$ cat src/rtl/cache_line_arbiter.sv
// Round-robin arbiter sequencing I-cache line fills and D-cache fills/writebacks
// onto a single line-wide memory port; every memory-side output is registered.
module cache_line_arbiter #(
    parameter int LINE_W = 256,
    parameter int ADDR_W = 32
) (
    input  logic              clk,
    input  logic              rst,
    input  logic              ic_read,
    input  logic [ADDR_W-1:0] ic_address,
    output logic [LINE_W-1:0] ic_rdata,
    output logic              ic_resp,
    input  logic              dc_read,
    input  logic              dc_write,
    input  logic [ADDR_W-1:0] dc_address,
    input  logic [LINE_W-1:0] dc_wdata,
    output logic [LINE_W-1:0] dc_rdata,
    output logic              dc_resp,
    output logic              mem_read,
    output logic              mem_write,
    output logic [ADDR_W-1:0] mem_address,
    output logic [LINE_W-1:0] mem_wdata,
    input  logic [LINE_W-1:0] mem_rdata,
    input  logic              mem_resp
);

    typedef enum logic [2:0] {
        IDLE,
        MEM_I,
        MEM_D,
        RESP_I,
        RESP_D
    } state_e;

    state_e            state_q;
    logic              last_grant_q;  // 0 = I-side granted last, 1 = D-side
    logic              mem_read_q;
    logic              mem_write_q;
    logic [ADDR_W-1:0] mem_address_q;
    logic [LINE_W-1:0] mem_wdata_q;
    logic [LINE_W-1:0] rdata_q;
    logic              ic_resp_q;
    logic              dc_resp_q;

    logic i_req;
    logic d_req;
    logic grant_d;

    assign i_req   = ic_read;
    assign d_req   = dc_read | dc_write;
    // Under contention the side opposite the previous grant wins.
    assign grant_d = d_req && (!i_req || !last_grant_q);

    // NOTE: all state uses non-blocking assignments so every register samples
    // the pre-edge values, independent of statement order inside the block.
    always_ff @(posedge clk or negedge rst) begin
        if (!rst) begin
            state_q       <= IDLE;
            last_grant_q  <= 1'b0;
            mem_read_q    <= 1'b0;
            mem_write_q   <= 1'b0;
            mem_address_q <= '0;
            mem_wdata_q   <= '0;
            rdata_q       <= '0;
            ic_resp_q     <= 1'b0;
            dc_resp_q     <= 1'b0;
        end else begin
            case (state_q)
                IDLE: begin
                    if (i_req || d_req) begin
                        last_grant_q  <= grant_d;
                        mem_address_q <= grant_d ? dc_address : ic_address;
                        // A simultaneous dc_read/dc_write is resolved as a write.
                        mem_write_q   <= grant_d && dc_write;
                        mem_read_q    <= grant_d ? !dc_write : 1'b1;
                        if (grant_d && dc_write) begin
                            mem_wdata_q <= dc_wdata;
                        end
                        state_q       <= grant_d ? MEM_D : MEM_I;
                    end
                end
                MEM_I, MEM_D: begin
                    if (mem_resp) begin
                        rdata_q     <= mem_rdata;
                        mem_read_q  <= 1'b0;
                        mem_write_q <= 1'b0;
                        ic_resp_q   <= (state_q == MEM_I);
                        dc_resp_q   <= (state_q == MEM_D);
                        state_q     <= (state_q == MEM_I) ? RESP_I : RESP_D;
                    end
                end
                RESP_I, RESP_D: begin
                    ic_resp_q <= 1'b0;
                    dc_resp_q <= 1'b0;
                    state_q   <= IDLE;
                end
                default: begin
                    state_q <= IDLE;
                end
            endcase
        end
    end

    assign mem_read    = mem_read_q;
    assign mem_write   = mem_write_q;
    assign mem_address = mem_address_q;
    assign mem_wdata   = mem_wdata_q;
    assign ic_rdata    = rdata_q;
    assign dc_rdata    = rdata_q;
    assign ic_resp     = ic_resp_q;
    assign dc_resp     = dc_resp_q;

endmodule
$ cat config.mk
export PLATFORM = sky130hd
export DESIGN_NAME = cache_line_arbiter
export DESIGN_NICKNAME = d
export VERILOG_FILES = /design/src/rtl/cache_line_arbiter.sv
export SDC_FILE = /design/constraint.sdc
export NUM_CORES = 1
export LEC_CHECK = 0
export BUFFER_PORTS_ARGS = -buffer_cell sky130_fd_sc_hd__buf_2
export CAP_MARGIN = 15
export CORE_AREA = 2 2 545 547
export CTS_BUF_LIST = sky130_fd_sc_hd__clkbuf_4
export DETAILED_ROUTE_END_ITERATION = 12
export DIE_AREA = 0 0 547 549
export MAX_ROUTING_LAYER = met4
export REMOVE_ABC_BUFFERS = 1
export SLEW_MARGIN = 5
export SYNTH_ARGS = -nofsm -noshare
export SYNTH_HDL_FRONTEND = slang
export SYNTH_SLANG_ARGS = --single-unit
$ cat constraint.sdc
create_clock -name clk -period 1.6 [get_ports clk]
set_input_delay 0.08 -clock clk [delete_from_list [all_inputs] [get_ports clk]]
set_output_delay 0.08 -clock clk [all_outputs]
set_load 0.01 [all_outputs]
== After elaboration in Yosys (flattened, before gate mapping) ==
Cells that the tools add are included.

* Eq/ne operators: 6
* Multiplexer cells: 16
* Bitwise operators: 1
* Reduce and logical (&&, ||, !) cells: 18

{| class="wikitable"
|+ Operators by type and width
! operator !! count
|-
| $mux W32 || 1
|-
| $mux W3 || 3
|-
| $pmux W1 S2 || 4
|-
| $reduce_and A2 Y1 || 4
|-
| $eq A3 B2 Y1 const B || 2
|-
| $mux W1 || 6
|-
| $pmux W3 S2 || 1
|-
| $reduce_and A3 Y1 || 2
|-
| $ne A2 B2 Y1 const B || 2
|-
| $reduce_bool A2 Y1 || 2
|-
| $reduce_or A2 Y1 || 2
|-
| $eq A3 B1 Y1 const B || 1
|-
| $eq A3 B3 Y1 const B || 1
|-
| $logic_not A1 Y1 || 3
|-
| $logic_not A3 Y1 || 1
|-
| $logic_and A1 B1 Y1 || 2
|-
| $logic_or A1 B1 Y1 || 2
|-
| $mux W2 || 1
|-
| $or A1 B1 Y1 || 1
|}

* Register bits after elaboration: 552
* Input port bits: 582
* Output and inout bits: 804
* Word-level logic and storage cells: 50

== Logic depth before layout (Yosys ltp) ==
Gate-level depths: netlist of the first run.

* Word-level depth: 6
* Depth in mapped cells: 6
* Mapped depth without buffers: 3

== Worst setup path before layout of the first run ==
No wires, ideal clock.

* Kind: register -> register
* Start point: register state_q[1]
* End point: register mem_address_q[10], in the netlist mem_address[10]
* Setup time: 0.125 ns
* Data arrival time: 1.525 ns
* Required time: 1.475 ns
* Slack: -0.050 ns
* Cell stages (with the launch flop): 7
* Path buffers: 3
* Clock period less this slack: 1.650 ns
* Cells stage by stage: dfrtp_1 > buf_4 > nor3_4 > o21a_1 > buf_2 > buf_6 > mux2_2

* Word-level cells in the longest chain between the ends: 2

{| class="wikitable"
|+ RTL lines
! element !! line !! source
|-
| from (decl) || 35 || <nowiki>state_e state_q;</nowiki>
|-
| from (signal assigned) || 79 || <nowiki>state_q <= grant_d ? MEM_D : MEM_I;</nowiki>
|-
| from (signal assigned) || 89 || <nowiki>state_q <= (state_q == MEM_I) ? RESP_I : RESP_D;</nowiki>
|-
| $logic_not A3 Y1 || 68 || <nowiki>case (state_q)</nowiki>
|-
| $reduce_and A2 Y1 (no source line) || - ||
|-
| to (signal assigned) || 72 || <nowiki>mem_address_q <= grant_d ? dc_address : ic_address;</nowiki>
|-
| to (decl) || 39 || <nowiki>logic [ADDR_W-1:0] mem_address_q;</nowiki>
|}

Every way passes these cells.
A chain may end at the register's enable or synchronous reset.

== Worst setup path after layout of the first run ==
* Start point: register state_q[1]
* End point: register mem_wdata_q[244], in the netlist mem_wdata[244]

* Word-level cells in the longest chain between the ends: 2

{| class="wikitable"
|+ RTL lines
! element !! line !! source
|-
| $logic_not A3 Y1 || 68 ||
|-
| $reduce_and A3 Y1 (no source line) || - ||
|-
| to (signal assigned) || 77 || <nowiki>mem_wdata_q <= dc_wdata;</nowiki>
|-
| to (decl) || 40 || <nowiki>logic [LINE_W-1:0] mem_wdata_q;</nowiki>
|}

Every way passes these cells.

==> out/metrics.yaml, run 1 <==
outcome:
  outcome: "complete, but fails checks"
  failed_checks: "setup timing"
clock_tree:
  clock-sinks: 552
  cts_tree: "yes"
  cts-root-buf: "clkbuf_4"
  clkSlewWorstSetupHoldPaths_ns: 0.07
  clk_latency_ns: 1.21
  cts_buffers: 163
  cts.path.max_buffers: 4
  h-tree-depth: 4
global_route:
  grt_pass1_vias: 27400
  grt_max_degree: 69
  grt_usage_pct: 14.9
  grt_first_pass_wirelength_mm: 282
  antenna_found_initial: 155
  overflow: 0
sta:
  max_freq_ghz: 0.473
  rsz0062_at_grt: "true"
  setup_slack_ns: -0.514
  period_share_pct: 132
  setup_viol: 1349
  tns_ns: -315.43
  period_needed_ns: 2.11
  fin_worst_skew_ns: 0.110
  finalMaxSlewViolations: 0
  hold_viol_final: 0
  relSlewSlack_pct: 69.5
  worstMarginPinSlew_ns: 0.456
floorplanning:
  die_w_um: 547
  placement_rows: 200
  floorplan.initialDensity_pct: 7.80
  core-area_um2: 295000
  die_area_um2: 300000
  fp.dieH_um: 549
  ios: 1386
setup_path:
  cp_data_required_time_ns: 2.60
  start_kind: "flip-flop"
  cp_max_fo: 47
  worstSetupPathType: "flip-flop to flip-flop"
  cp.arrival_ns: 3.11
  worstSetupEndpointType: "flip-flop"
layout:
  multiInputGateArea_um2: 7130
  layout_common_cells: "1309 x dlygate4sd3_1, 869 x buf_2, 505 x dfrtp_1"
  num-nets-final: 4862
  area.sequential_um2: 13900
  area_growth_pct: 138
  num-fill-cells: 31600
  final_layout_size_suffix_gt1_share_pct: 53.0
  final_cells: 8456
  final_common_cell: "dlygate4sd3_1"
yosys:
  synth_area_per_cell_um2: 15.5
  synthXorXnorAreaFrac_pct: 0.0381
  synth.top_cell.area_share_pct: 60.1
  muxShareOfSynthArea_pct: 28.2
  ys_types: 25
  synth_fa_ha_area_share_pct: 0
  ys_ff_latch: 552
  syn_area_um2: 23000
  synth_top_family_by_area: "multiplexers"
  ys_warn_count: 0
  yosys.area_share.simple_pct: 0.315
  yosys-top-cells-area: "dfrtp_1 60%, mux2_2 15%, mux2_1 13%"
  seq_area_frac_synth_pct: 60.1
  synth_compound_gate_area_share_pct: 0.528
  yosysTopAreaCell: "dfrtp_1"
  synthCells: 1480
power_and_ir_drop:
  p_int_mw: 59.0
  pwr-share-comb_pct: 59.4
  ir_worst_vdd_uv: 1680
  switching_share_pct: 44.7
  power.density_nw_per_um2: 1950
  p_clk_share_pct: 13.4
  p_leak_nw: 24.3
  power_frac_seq_pct: 27.2
  switching_power_mw: 47.8
placed_design:
  gp_congestion: 1.14
  hpwl_mm: 183
  port_buffers: 1385
  dp_cells: 6558
flow_run:
  maxCapViolCount: 0
drt:
  drc: 0
  drt_iter0_markers: 1744
  wl_mm: 236
  vias: 26000
  firstDrtPassIters: 5
  route.antenna.remaining_nets: 0
  wl_per_cell_um: 27.9
  avgViaCountPerCell: 3.07
min_path:
  hold_class: "primary input to flip-flop"
## power by group through the flow
stage / registers [mW] / logic, mW / clock network [mW]
floorplan: 26.4 / 6.98 / 0
global placement: 26.2 / 45.9 / 0
detailed placement: 26.7 / 46.1 / 0
CTS: 28.2 / 59.2 / 14.8
global route: 29.6 / 67.1 / 15.6
finish: 29.0 / 63.4 / 14.3
## worst paths after layout
| check | from | to | slack, ns | cells after the start |
|---|---|---|---|---|
| min in group asynchronous | rst | mem_wdata[91] | 0.52 | 5 |
| setup reg to reg | state_q[1] | mem_wdata[244] | -0.51 | 7 |
| hold reg to reg | mem_wdata[79] | mem_wdata[79] | 0.49 | 1 |
| hold / removal | ic_read | mem_write | 0.24 | 5 |
| setup / recovery | state_q[1] | mem_wdata[244] | -0.51 | 7 |
| max in group asynchronous | rst | dc_rdata[108] | 0.12 | 7 |
## logic make-up (layout without fill, tap and decap cells)
group / count (synthesis) / in the layout
AOI/OAI and AO/OA: 18 / 18
and+or+nand+nor: 10 / 10
buffers and inverters: 323 / 3235
DFF: 552 / 552
xor gates and xnor gates: 1 / 1
other: 0 / 125
muxes: 576 / 576
## worst max-delay path, stage by stage, from the launching register on
cell and delay [ns]:
dfrtp_2 0.47, buf_6 0.14, nor3_4 0.17, nand3_4 0.19, buf_12 0.20, clkbuf_16 0.18, buf_12 0.19, mux2_1 0.36
## metal layers
layer	wire length (um)	GRT usage (%)
met1	87900	16.1
met2	91100	19.6
met4	18800	10.1
met3	37900	9.68
met5	0	-
## synthesized netlist by cell type (all sizes together)
master and count:
a32o 1, or2 1, buf 321, a21oi 3, nor3 1, xnor2 1, nand2 1, nand2b 1
nor3b 1, a21boi 1, o21ai 5, dfrtp 552, a21o 1, nand3 1, o2bb2ai 1, nor2 4
inv 2, mux2 576, o21a 3, o31ai 1, a31oi 1, o221a 1
## stage by stage
| stage | worst slack, ns | hold WS (ns) | cell area [um2] | power (mW) | util (%) |
|---|---|---|---|---|---|
| CTS | -0.650 | 0.000255 | 52600 | 102 | 17.8 |
| detailed placement | -0.299 | -0.0680 | 33400 | 72.9 | 11.3 |
| global placement | -0.275 | -0.0686 | 33400 | 72.1 | 11.3 |
| floorplan | -11.17 | -0.216 | 20500 | 33.4 | - |
| finish | -0.514 | 0.236 | 54700 | 107 | 18.5 |
| global route | -0.584 | 0.0237 | 54700 | 112 | 18.5 |
## state kept, by name, indices dropped and copies added (netlist names), 3 cells and up
signal,count
mem_wdata,256
dc_rdata,256
state_q,3
mem_address,32
## area by class of cell
cell class,count,share of cell area (%)
Tap cell,3939,9.01
Multi-Input combinational cell,605,13.0
Clock buffer,230,3.16
Timing Repair Buffer,2956,48.4
Inverter,2,0.0137
Antenna cell,125,0.572
Clock inverter,47,0.437
Sequential cell,552,25.4
## repair_timing
| item | 4_1_cts | 5_1_grt |
|---|---|---|
| cloned | 2 | 27 |
| gates resized for setup | 1010 | 201 |
| setup buffers | 96 | 61 |
| pin swaps | 2 | 2 |
| hold buffers | 1310 | 0 |
| endpoints found under the setup margin | 1339 | 1347 |
| endpoints found under the hold margin | 1104 | 0 |
Note: power is estimated with default switching activity, not from simulation.
==> inputs of run 2 (changes only) <==
ABC_AREA = 1   (was unset)
CORE_AREA = 2 2 532 534   (was 2 2 545 547)
DIE_AREA = 0 0 534 536   (was 0 0 547 549)
==> run 2 against run 1 <==
Effect of this change:
- core utilization up 2.1 points
- clock-buffer cell count rose by 15
- the flow still finishes with violations (setup timing)
- largest cell class unchanged
- combinational power is 3.3% higher
- register-to-register slack improved by 0.24 ns
- sequential share of layout area down 1.3 points
- via count increased by 30%
- global-route usage is 2.2 points higher
- clock power rose by 6%
- synthesized cell count increased by 85%
- fmax increased by 5.3%
- setup slack better by 0.11 ns
- critical path depth down 6
==> out/metrics.yaml, run 2 <==
placed_design:
  hpwl_mm: 197  # was 183 mm
  gp_congestion: 0.985  # was 1.14
  dp_slack_ns: -0.185  # was -0.299 ns
  dp_cells: 7608  # was 6558
  placed_area_um2: 34900  # was 33400 um2
  port_buffers: 1385  # unchanged
setup_path:
  start_kind: "flip-flop"  # unchanged
  cp_num_cells: 1  # was 7
  crit_chain: "buf_2"  # was buf_6 > nor3_4 > nand3_4 > buf_12 > clkbuf_16 > buf_12 > mux2_1
  cp_max_fo: 2  # was 47
  slowest_delay_ns: 0.48  # was 0.47 ns
  crit_buf_inv: 1  # was 4
  r2r_setup_slack_ns: -0.27  # was -0.51 ns
  reg2reg_depth: 10  # was 7
  cp_data_required_time_ns: 1.52  # was 2.60 ns
  cp.arrival_ns: 1.93  # was 3.11 ns
  endpoint: "mem_wdata[80]"  # was mem_wdata[244]
  worstSetupPathType: "flip-flop to output pin"  # was flip-flop to flip-flop
  crit_path_start: "mem_wdata[80]"  # was state_q[1]
  critPathSlowestCell: "dfrtp_1"  # was dfrtp_2
  cp_top_family: "flip-flops"  # was buffers and inverters
  reg2reg_to: "mem_wdata[196]"  # was mem_wdata[244]
  worstSetupEndpointType: "output pin"  # was flip-flop
  r2r-start: "state_q[2]"  # was state_q[1]
yosys:
  synth_area_per_cell_um2: 8.77  # was 15.5 um2
  synth.top_cell.area_share_pct: 57.5  # was 60.1%
  seq_area_frac_synth_pct: 57.5  # was 60.1%
  ys_ff_latch: 552  # unchanged
  synth_flop_cell: "dfrtp_1"  # unchanged
  synth.most_common_cell: "nand2_1"  # was dfrtp_1
  ys_types: 18  # was 25
  synthCells: 2742  # was 1480
  synth-edff-count: 0  # unchanged
  syn_area_um2: 24000  # was 23000 um2
  ys_warn_count: 0  # unchanged
  yosysTopAreaCell: "dfrtp_1"  # unchanged
  yosys-top-cells-area: "dfrtp_1 57%, nand2_1 17%, nand3_1 11%"  # was dfrtp_1 60%, mux2_2 15%, mux2_1 13%
  synthArstFlopShare_pct: 100  # unchanged
  synth_common_cells: "1103 x nand2_1, 552 x dfrtp_1, 521 x nand3_1"  # was 552 x dfrtp_1, 306 x mux2_2, 284 x buf_4
sta:
  period_needed_ns: 2.01  # was 2.11 ns
  fin_worst_skew_ns: 0.0850  # was 0.110 ns
  relSlewSlack_pct: 66.5  # was 69.5%
  period_share_pct: 126  # was 132%
  hold_slack_ns: 0.194  # was 0.236 ns
  worstMarginPinSlew_ns: 0.503  # was 0.456 ns
  hold_viol_final: 0  # unchanged
  setup_viol: 1327  # was 1349
  tns_ns: -260.84  # was -315.43 ns
  max_freq_ghz: 0.498  # was 0.473 GHz
  finalMaxSlewViolations: 0  # unchanged
  setup_slack_ns: -0.408  # was -0.514 ns
  rsz0062_at_grt: "true"  # unchanged
floorplanning:
  placement_rows: 195  # was 200
  die_area_um2: 286000  # was 300000 um2
  core-area_um2: 281000  # was 295000 um2
  die_w_um: 534  # was 547 um
  floorplan.initialDensity_pct: 8.56  # was 7.80%
  fp.dieH_um: 536  # was 549 um
  ios: 1386  # unchanged
global_route:
  grt_first_pass_wirelength_mm: 317  # was 282 mm
  grt_pass1_vias: 33800  # was 27400
  antenna_found_initial: 161  # was 155
  grt_usage_pct: 17.2  # was 14.9%
  overflow: 0  # unchanged
  grt_max_degree: 70  # was 69
layout:
  num-nets-final: 6240  # was 4862
  utilization_pct: 20.6  # was 18.5%
  area_growth_pct: 141  # was 138%
  final_layout_size_suffix_gt1_share_pct: 40.8  # was 53.0%
  layout_common_cells: "1284 x dlygate4sd3_1, 1047 x nand2_1, 818 x buf_2"  # was 1309 x dlygate4sd3_1, 869 x buf_2, 505 x dfrtp_1
  num-fill-cells: 30500  # was 31600
  fin_area_um2: 57900  # was 54700 um2
  final_cells: 9649  # was 8456
  final_common_cell: "dlygate4sd3_1"  # unchanged
  area.sequential_um2: 13900  # about the same
  multiInputGateArea_um2: 7770  # was 7130 um2
clock_tree:
  cts_tree: "yes"  # unchanged
  h-tree-depth: 4  # unchanged
  cts_buffers: 177  # was 163
  clk_latency_ns: 1.27  # was 1.21 ns
  clock-sinks: 552  # unchanged
  cts.path.max_buffers: 4  # unchanged
  cts-root-buf: "clkbuf_4"  # unchanged
  clkSlewWorstSetupHoldPaths_ns: 0.07  # about the same
power_and_ir_drop:
  power.density_nw_per_um2: 1880  # was 1950 nW/um2
  switching_share_pct: 46.7  # was 44.7%
  p_int_mw: 58.1  # was 59.0 mW
  finalPower_mw: 109  # was 107 mW
  switching_power_mw: 50.8  # was 47.8 mW
  p_leak_nw: 28.4  # was 24.3 nW
  pwr-share-comb_pct: 60.2  # was 59.4%
  power_frac_seq_pct: 25.9  # was 27.2%
  ir_worst_vdd_uv: 954  # was 1680 uV
  p_clk_share_pct: 13.9  # was 13.4%
drt:
  route.antenna.remaining_nets: 0  # unchanged
  vias: 33700  # was 26000
  firstDrtPassIters: 7  # was 5
  wl_mm: 258  # was 236 mm
  drc: 0  # unchanged
  wl_per_cell_um: 26.8  # was 27.9 um
  drt_iter0_markers: 2283  # was 1744
  avgViaCountPerCell: 3.49  # was 3.07
outcome:
  outcome: "complete, but fails checks"  # unchanged
  failed_checks: "setup timing"  # unchanged
min_path:
  hp-start: "dc_wdata[176]"  # was ic_read
  hold_class: "primary input to flip-flop"  # unchanged
flow_run:
  maxCapViolCount: 0  # unchanged
run 2: changes by cell type after synthesis, sizes merged, moves of 33 or more:
cell,before,now
o21ai,5,38
inv,2,41
buf,321,378
nand3,1,521
nand2,1,1106
clkbuf,0,64
mux2,576,0
run 2: worst min path at each step:
stage                      endpoint  cells past startpoint
floorplan               dc_rdata[0]                      0
global placement      mem_wdata[56]                      1
detailed placement    mem_wdata[56]                      1
CTS                    dc_rdata[27]                      5
global route        mem_address[18]                      5
finish               mem_wdata[176]                      5
run 2: cell type report:
class | count | area share, %
antenna | 121 | 0.523
timing repair buffer | 3177 | 49.9
clock inverter | 61 | 0.540
tap | 3743 | 8.08
inverter | 41 | 0.270
sequential | 552 | 24.1
clock buffer | 245 | 3.17
multi-input combinational | 1709 | 13.4
run 2: cells by family (layout without fill, tap and decap cells):
group | Yosys count | after routing | share of synthesized area, %
AND/OR/NAND/NOR | 1635 | 1637 | 28.3
flip-flops | 552 | 552 | 57.5
buffers and inverters | 483 | 3524 | 12.3
AO/OA/AOI/OAI | 72 | 72 | 1.85
other | 0 | 121 | 0
run 2: routing by layer:
| metal | vias to the layer above | track usage [%] | share of wire (%) |
|---|---|---|---|
| met3 | 720 | 10.3 | 15 |
| li1 | 14600 | - | - |
| met1 | 16100 | 18.0 | 36 |
| met5 | - | - | 0 |
| met4 | 0 | 8.20 | 5.7 |
| met2 | 2266 | 25.4 | 43 |
run 2: repair_timing:
item,in CTS,in global routing
setup buffers,163,134
gates resized for setup,1114,183
hold buffers,1286,1
endpoints found under the setup margin,1324,1349
hold endpoints to repair,1104,1
gates cloned,17,19
pin swaps,14,22
run 2: power by group through the flow:
stage | registers [mW] | clock network, mW | logic (mW)
6_report | 28.2 | 15.2 | 65.5
5_1_grt | 28.7 | 16.4 | 70.0
4_1_cts | 27.6 | 15.7 | 60.3
3_5_place_dp | 26.2 | 0 | 44.8
3_3_place_gp | 26.1 | 0 | 44.8
2_1_floorplan | 29.4 | 0 | 7.96
==> inputs of run 3 (changes only) <==
PLACE_DENSITY = 0.38   (was unset)
==> run 3 against run 2 <==
Effect of this change:
- the run still ends with setup timing left
- power shrank 2.2%
- setup slack better by 0.096 ns
- clock power about the same
- combinational power fell by 3.2%
- critical endpoint is now ic_rdata[38]
- cell area up 0.31%
- core utilization grew 0.064 points
- critical path depth unchanged
- fmax up 5.0%
- sequential power decreased by 2%
- wire length decreased by 11%
- hold slack lost 0.027 ns
- sequential cell count did not move
- highest routed layer unchanged
==> out/metrics.yaml, run 3 (same netlist as run 2, synthesis figures left out) <==
outcome:
  outcome: "complete, but fails checks"  # unchanged
  failed_checks: "setup timing"  # unchanged
layout:
  num-fill-cells: 30800  # was 30500
  utilization_pct: 20.7  # was 20.6%
  final_layout_size_suffix_gt1_share_pct: 43.8  # was 40.8%
  area_growth_pct: 142  # was 141%
  layout_common_cells: "1202 x dlygate4sd3_1, 952 x buf_2, 933 x nand2_1"  # was 1284 x dlygate4sd3_1, 1047 x nand2_1, 818 x buf_2
  num-nets-final: 6197  # was 6240
  final_common_cell: "dlygate4sd3_1"  # unchanged
  final_cells: 9587  # was 9649
setup_path:
  r2r_setup_slack_ns: -0.30  # was -0.27 ns
  cp_max_fo: 3  # was 2
  reg2reg_depth: 10  # unchanged
  cp_num_cells: 1  # unchanged
  crit_buf_inv: 1  # unchanged
  crit_chain: "buf_6"  # was buf_2
  cp.arrival_ns: 1.83  # was 1.93 ns
  reg2reg_to: "mem_wdata[131]"  # was mem_wdata[196]
  critPathSlowestCell: "dfrtp_2"  # was dfrtp_1
  cp_top_family: "flip-flops"  # unchanged
  endpoint: "ic_rdata[38]"  # was mem_wdata[80]
  r2r-start: "state_q[1]"  # was state_q[2]
  slowest_delay_ns: 0.49  # was 0.48 ns
  crit_path_start: "dc_rdata[38]"  # was mem_wdata[80]
  worstSetupPathType: "flip-flop to output pin"  # unchanged
  worstSetupEndpointType: "output pin"  # unchanged
  start_kind: "flip-flop"  # unchanged
  cp_data_required_time_ns: 1.52  # about the same
drt:
  drc: 0  # unchanged
  route.antenna.remaining_nets: 0  # unchanged
  avgViaCountPerCell: 3.43  # was 3.49
  wl_per_cell_um: 23.9  # was 26.8 um
  firstDrtPassIters: 5  # was 7
  drt_iter0_markers: 1932  # was 2283
  wl_mm: 229  # was 258 mm
  vias: 32900  # was 33700
global_route:
  grt_usage_pct: 14.8  # was 17.2%
  grt_pass1_vias: 32400  # was 33800
  grt_first_pass_wirelength_mm: 282  # was 317 mm
  overflow: 0  # unchanged
  grt_max_degree: 68  # was 70
  antenna_found_initial: 149  # was 161
floorplanning:
  ios: 1386  # unchanged
  placement_rows: 195  # unchanged
  die_w_um: 534  # unchanged
  floorplan.initialDensity_pct: 8.56  # unchanged
  die_area_um2: 286000  # unchanged
  fp.dieH_um: 536  # unchanged
  core-area_um2: 281000  # unchanged
placed_design:
  gp_congestion: 0.979  # was 0.985
  port_buffers: 1385  # unchanged
  dp_cells: 7580  # was 7608
  hpwl_mm: 166  # was 197 mm
sta:
  period_share_pct: 120  # was 126%
  tns_ns: -257.39  # was -260.84 ns
  setup_slack_ns: -0.313  # was -0.408 ns
  rsz0062_at_grt: "true"  # unchanged
  fin_worst_skew_ns: 0.0577  # was 0.0850 ns
  setup_viol: 1355  # was 1327
  worstMarginPinSlew_ns: 0.871  # was 0.503 ns
  finalMaxSlewViolations: 0  # unchanged
  hold_viol_final: 0  # unchanged
  period_needed_ns: 1.91  # was 2.01 ns
  hold_slack_ns: 0.167  # was 0.194 ns
  relSlewSlack_pct: 41.9  # was 66.5%
  max_freq_ghz: 0.523  # was 0.498 GHz
clock_tree:
  cts-root-buf: "clkbuf_4"  # unchanged
  clock-sinks: 552  # unchanged
  cts_tree: "yes"  # unchanged
  clk_latency_ns: 1.18  # was 1.27 ns
  h-tree-depth: 4  # unchanged
  cts.path.max_buffers: 4  # unchanged
  clkSlewWorstSetupHoldPaths_ns: 0.06  # was 0.07 ns
  cts_buffers: 178  # was 177
power_and_ir_drop:
  finalPower_mw: 106  # was 109 mW
  ir_worst_vdd_uv: 1130  # was 954 uV
  power_frac_seq_pct: 25.9  # about the same
  switching_share_pct: 43.8  # was 46.7%
  p_int_mw: 59.8  # was 58.1 mW
  switching_power_mw: 46.6  # was 50.8 mW
  power.density_nw_per_um2: 1830  # was 1880 nW/um2
  p_leak_nw: 28.7  # was 28.4 nW
  p_clk_share_pct: 14.5  # was 13.9%
  pwr-share-comb_pct: 59.6  # was 60.2%
flow_run:
  maxCapViolCount: 0  # unchanged
min_path:
  hold_class: "primary input to flip-flop"  # unchanged
[run 3: changes by cell type in the layout (fill, tap and decap cells not counted), sizes merged, moves of 8 or more]
cell / previous run / this run
diode: 121 / 92
bufbuf: 4 / 12
dlygate4sd3: 1284 / 1202
clkbuf: 262 / 286
buf: 1872 / 1883
clkinv: 51 / 60
[run 3: worst min path at each step]
stage | slack, ns | cells past startpoint | start | to
floorplan | -0.22 | 0 | rst | dc_rdata[0]
global placement | 0.10 | 1 | rst | mem_wdata[68]
detailed placement | 0.11 | 1 | rst | mem_wdata[68]
CTS | 0.00009 | 5 | dc_wdata[56] | mem_wdata[56]
global route | 0.05 | 7 | ic_read | last_grant_q
finish | 0.17 | 7 | ic_read | last_grant_q
[run 3: through the flow]
stage / area [um2] / worst slack (ns)
after floorplan: 21200 / -11.65
after global placement: 34600 / -0.172
after detailed placement: 34600 / -0.216
after CTS: 53900 / -0.511
after global routing: 58100 / -0.581
final: 58100 / -0.313
[run 3: metal layers]
layer	vias to the layer above	global-route usage, %	wire [um]
met2	1911	22.8	104000
met3	511	6.68	25500
li1	14500	-	-
met4	0	5.94	10400
met1	15900	16.7	88500
met5	-	-	0
[run 3: layout make-up]
cell class / count / area [um2] / share of cell area [%]
Timing Repair Buffer: 3135 / 28500 / 49.0
Sequential cell: 552 / 13900 / 23.9
Multi-Input combinational cell: 1707 / 8430 / 14.5
Tap cell: 3743 / 4680 / 8.06
Clock buffer: 249 / 1870 / 3.22
Clock inverter: 68 / 385 / 0.663
Antenna cell: 92 / 230 / 0.396
Inverter: 41 / 154 / 0.265
[run 3: power groups by stage]
stage | Sequential, mW | Clock [mW] | Combinational, mW
4_1_cts | 26.8 | 16.2 | 54.8
3_3_place_gp | 25.8 | 0 | 38.4
2_1_floorplan | 29.4 | 0 | 7.96
6_report | 27.6 | 15.4 | 63.4
5_1_grt | 28.1 | 17.0 | 67.5
3_5_place_dp | 25.9 | 0 | 38.4
[run 3: what timing repair did]
action,4_1_cts,5_1_grt
endpoints found under the setup margin,1273,1354
cloned,32,52
pin swaps,8,70
gates resized for setup,743,476
setup buffers,164,153
endpoints found under the hold margin,1104,0
hold buffers,1205,0
